[config.mk]
export PLATFORM = sky130hd
export DESIGN_NAME = fetch_unit
export DESIGN_NICKNAME = d
export VERILOG_FILES = /design/src/rtl/fetch_unit.sv
export SDC_FILE = /design/constraint.sdc
export NUM_CORES = 1
export LEC_CHECK = 0
export CAP_MARGIN = 20
export CORE_UTILIZATION = 40
export DETAILED_ROUTE_END_ITERATION = 8
export PLACE_DENSITY = 0.69
export SLEW_MARGIN = 20
export SYNTH_ARGS = -nofsm -noshare
export SYNTH_HDL_FRONTEND = slang
export SYNTH_SLANG_ARGS = --single-unit
[constraint.sdc]
create_clock -name clk_i -period 6 [get_ports clk_i]
set_input_delay 0.9 -clock clk_i [delete_from_list [all_inputs] [get_ports clk_i]]
set_output_delay 0.9 -clock clk_i [all_outputs]
set_load 0.02 [all_outputs]
[src/rtl/fetch_unit.sv]
// Instruction fetch unit: IDLE/REQ/HOLD sequencer with redirect kill and a one-entry stall buffer.
// Optional macro FETCH_STAT_EN adds a completed-fetch counter on fetch_count_o.
module fetch_unit #(
   parameter logic [31:0] RESET_PC = 32'h0000_0000
) (
   input  logic        clk_i,
   input  logic        rst_i,
   input  logic        stall_i,
   input  logic        branch_i,
   input  logic        jump_i,
   input  logic [31:0] branch_target_i,
   input  logic [31:0] jump_target_i,
   output logic        imem_req_o,
   output logic [31:0] imem_addr_o,
   input  logic        imem_ack_i,
   input  logic [31:0] imem_data_i,
   output logic [31:0] addedPC_o,
   output logic [31:0] inst_o,
   output logic        valid_o,
   output logic [31:0] fetch_count_o
);

   typedef enum logic [1:0] {IDLE, REQ, HOLD} state_t;

   state_t      state_q, state_d;
   logic [31:0] pc_q;
   logic [31:0] tgt_q;
   logic        kill_q;
   logic [31:0] buf_q;
   logic        redirect;
   logic [31:0] target;
   logic        accept;

   assign redirect    = jump_i | branch_i;
   assign target      = jump_i ? jump_target_i : branch_target_i;
   assign accept      = (state_q == REQ) && imem_ack_i && !kill_q && !redirect;
   assign imem_req_o  = (state_q == REQ);
   assign imem_addr_o = pc_q;

   always_ff @(posedge clk_i) begin
      if (rst_i) state_q <= IDLE;
      else       state_q <= state_d;
   end

   always_comb begin
      state_d = state_q;
      case (state_q)
         IDLE: state_d = REQ;
         REQ:  if (accept && stall_i) state_d = HOLD;
         HOLD: if (redirect || !stall_i) state_d = REQ;
         default: state_d = IDLE;
      endcase
   end

   // pc_q always holds the address of the outstanding (or next) request;
   // after a buffered fetch it already points at addr+4, which is the buffered addedPC.
   always_ff @(posedge clk_i) begin
      if (rst_i) begin
         pc_q      <= RESET_PC;
         kill_q    <= 1'b0;
         addedPC_o <= '0;
         inst_o    <= '0;
         valid_o   <= 1'b0;
      end else if (redirect) begin
         addedPC_o <= '0;
         inst_o    <= '0;
         valid_o   <= 1'b0;
         if (state_q == REQ && !imem_ack_i) begin
            kill_q <= 1'b1;
            tgt_q  <= target;
         end else begin
            kill_q <= 1'b0;
            pc_q   <= target;
         end
      end else begin
         case (state_q)
            REQ: begin
               if (imem_ack_i && kill_q) begin
                  kill_q <= 1'b0;
                  pc_q   <= tgt_q;
                  if (!stall_i) valid_o <= 1'b0;
               end else if (imem_ack_i) begin
                  pc_q <= pc_q + 32'd4;
                  if (!stall_i) begin
                     inst_o    <= imem_data_i;
                     addedPC_o <= pc_q + 32'd4;
                     valid_o   <= 1'b1;
                  end else begin
                     buf_q <= imem_data_i;
                  end
               end else if (!stall_i) begin
                  valid_o <= 1'b0;
               end
            end
            HOLD: begin
               if (!stall_i) begin
                  inst_o    <= buf_q;
                  addedPC_o <= pc_q;
                  valid_o   <= 1'b1;
               end
            end
            default: ;
         endcase
      end
   end

`ifdef FETCH_STAT_EN
   logic [31:0] count_q;

   always_ff @(posedge clk_i) begin
      if (rst_i)       count_q <= '0;
      else if (accept) count_q <= count_q + 32'd1;
   end

   assign fetch_count_o = count_q;
`else
   assign fetch_count_o = '0;
`endif

endmodule

==> impl_metrics.yaml <==
grt:
  grt-ovfl-total: 0
  grt_max_degree: 126
  antenna_found_initial: 0
  grt_pass1_wl_um: 33100
  track_usage: 0.209
  grt_pass1_vias: 6003
place:
  gp_congestion: 0.847
  dp.cells: 1200
  io_buffers: 199
  dp_hpwl_um: 15200
finish:
  diodes: 0
  nets: 1060
  final_cells: 1232
  fin_util: 0.545
  area_growth_pct: 33.0
  drive_gt1_frac: 0.0900
sta:
  fmax_mhz: 313
  hold_viol: 0
  drv_slew: 0
  fin_crit_sh: 0.533
  min_period_ps: 3200
  fin_worst_skew_ps: 7.02
  setup_violations: 0
  fin_tns_setup_ps: 0
  worst_pin_slew_ps: 1050
  relSlewSlack: 0.297
  rsz0062_at_grt: "false"
logic_synthesis:
  netlist.area_leader.share: 0.250
  ys_seq_area_frac: 0.491
  synth_top_cell_by_area: "dfxtp_1"
  netlist_instances: 802
  syn-cell-area_mm2: 0.00800
  synthTopCellsByArea: "dfxtp_1 (25%), edfxtp_1 (24%), mux2_2 (4.6%), mux2i_1 (4.6%), a211oi_1 (3.9%)"
  ys_top_cells_by_count: "dfxtp_1 (100), nor2_1 (80), edfxtp_1 (64)"
  ys_async_sr_fraction: 0
  yosysMostFrequentCell: "dfxtp_1"
  synth_cell_type_count: 62
  synth_seq_cells: 164
  syn-mean-instance-area_um2: 9.97
  synth-edff-count: 64
  yosys_warnings: 0
  synthFlopType: "dfxtp_1"
critical_path:
  worstSetupPathType: "primary input to flop"
  cp.required_ps: 6310
  endpoint_kind: "flop"
  crit_arrival_ps: 3500
  path_cells: "buf_2, or2_2, o21a_1, nor2_1, a221o_1"
  crit_fanout: 50
  slowest_stage: "buf_2"
  worst_r2r_path_depth: 4
  r2r-start: "imem_addr_o[12]"
  startpoint_type: "primary input"
  crit_start: "jump_i"
  slowest_delay_ps: 730
clock_tree:
  ctsLongestPathBuffers: 2
  post_cts_buffers: 0
  cts_made_buffers: 17
  cts_sinks: 164
  path_clk_slew_ps: 70
  tritoncts: "yes"
  cts_hold_buf: 0
  ctsHtreeMaxLevel: 4
  cts_resized: 0
  clk_latency_ps: 420
  cts_root_buf: "clkbuf_16"
floorplanning:
  design.die.area_mm2: 0.0206
  die_x_um: 143
  row_count: 51
  start_util: 0.410
  floorplan.io_pins: 232
  die_h_um: 143
  coreArea_mm2: 0.0195
outcome:
  outcome: "finished, final reports clean"
run:
  maxCapViolations: 0
route:
  drt-initial-drc-count: 627
  wl_per_cell_um: 17.4
  ant_nets: 0
  firstDrtPassIters: 5
  totalWireLength_um: 21500
  drc: 0
  vias: 6781
  viasPerCell: 5.50
power:
  p_per_area_mw_per_mm2: 267
  pwr-share-clk: 0.408
  power.switching_uw: 772
  ir_worst_vdd_mv: 0.183
  p_leak_uw: 0.00344
  internal_power_uw: 2070
  sw_frac_of_total: 0.272
  p_comb_frac: 0.149
  pwr-share-seq: 0.443
worst_hold_path:
  hold_start: "inst_o[30]"
  min_path_type: "flop to flop"
  worstHoldPathCells: 2
per-layer routing:
metal	GRT usage	part of all wire
met1	0.295	0.46
met2	0.314	0.45
met3	0.0506	0.074
met4	0.0627	0.015
met5	0	0
cell type report:
class,instances,area [um2]
Clock buffer,17,425
Clock inverter,15,206
Fill cell,1725,8890
Inverter,7,26.3
Multi-Input combinational cell,556,3670
Sequential cell,164,3920
Tap cell,265,332
Timing Repair Buffer,208,2060
per-stage QoR:
stage          worst slack, ps  total power [uW]  area [um2]  hold WS, ps
6_report                  2800              2840       10600          497
2_1_floorplan              893              1520        8120          470
3_5_place_dp              2370              1700       10000          490
3_3_place_gp              2360              1700       10000          478
4_1_cts                   2810              2860       10600          502
5_1_grt                   2590              2940       10600          515
placed cells by master, fill, tap and decap left out, drive strengths merged, types with 11 or more instances in the layout:
cell and count:
clkdlybuf4s50 198, dfxtp 100, nor2 80, edfxtp 64, o21ai 46, a21oi 45, a211oi 42, mux2i 37
mux2 33, conb 32, nand2 30, xnor2 23, nor3 20, clkbuf 17, inv 17, nand3 15
nor4 15, a222oi 12, nand4 12, a22oi 11
worst max-delay path, delay by kind of cell:
family,cells,cell delay [ps]
AO/OA/AOI/OAI,2,1080
buffers and inverters,1,730
AND/OR/NAND/NOR,2,770
cells by family (layout without fill, tap and decap cells):
kind of cell | count (synthesis) | count (layout) | share of synthesized area
flip-flops | 164 | 164 | 0.491
buffers and inverters | 113 | 247 | 0.0707
multiplexers | 70 | 70 | 0.0928
XOR/XNOR | 27 | 27 | 0.0296
other | 1 | 32 | 0.000469
AO/OA/AOI/OAI | 213 | 213 | 0.180
AND/OR/NAND/NOR | 210 | 210 | 0.129
adder cells (fa/ha/maj) | 4 | 4 | 0.00626
worst paths after layout:
kind / endpoint / slack (ps)
worst min-delay path: inst_o[30] / 500
worst max register to register: imem_addr_o[21] / 2940
worst max-delay path: imem_addr_o[31] / 2800
worst min register to register: inst_o[30] / 500
state kept, by name, summed over array words and instances, names as in the netlist, named ones only:
| name | flops |
|---|---|
| state_q | 2 |
| imem_addr_o | 32 |
| tgt_q | 32 |
| kill_q | 1 |
| inst_o | 32 |
| addedPC_o | 32 |
| buf_q | 32 |
power by group through the flow:
stage	sequential [uW]	combinational [uW]	clock, uW
final	1260	423	1160
after CTS	1260	423	1180
after global routing	1260	457	1220
after global placement	1280	416	0
after detailed placement	1280	420	0
after floorplan	1280	240	0
(Power assumes the default switching activity.)
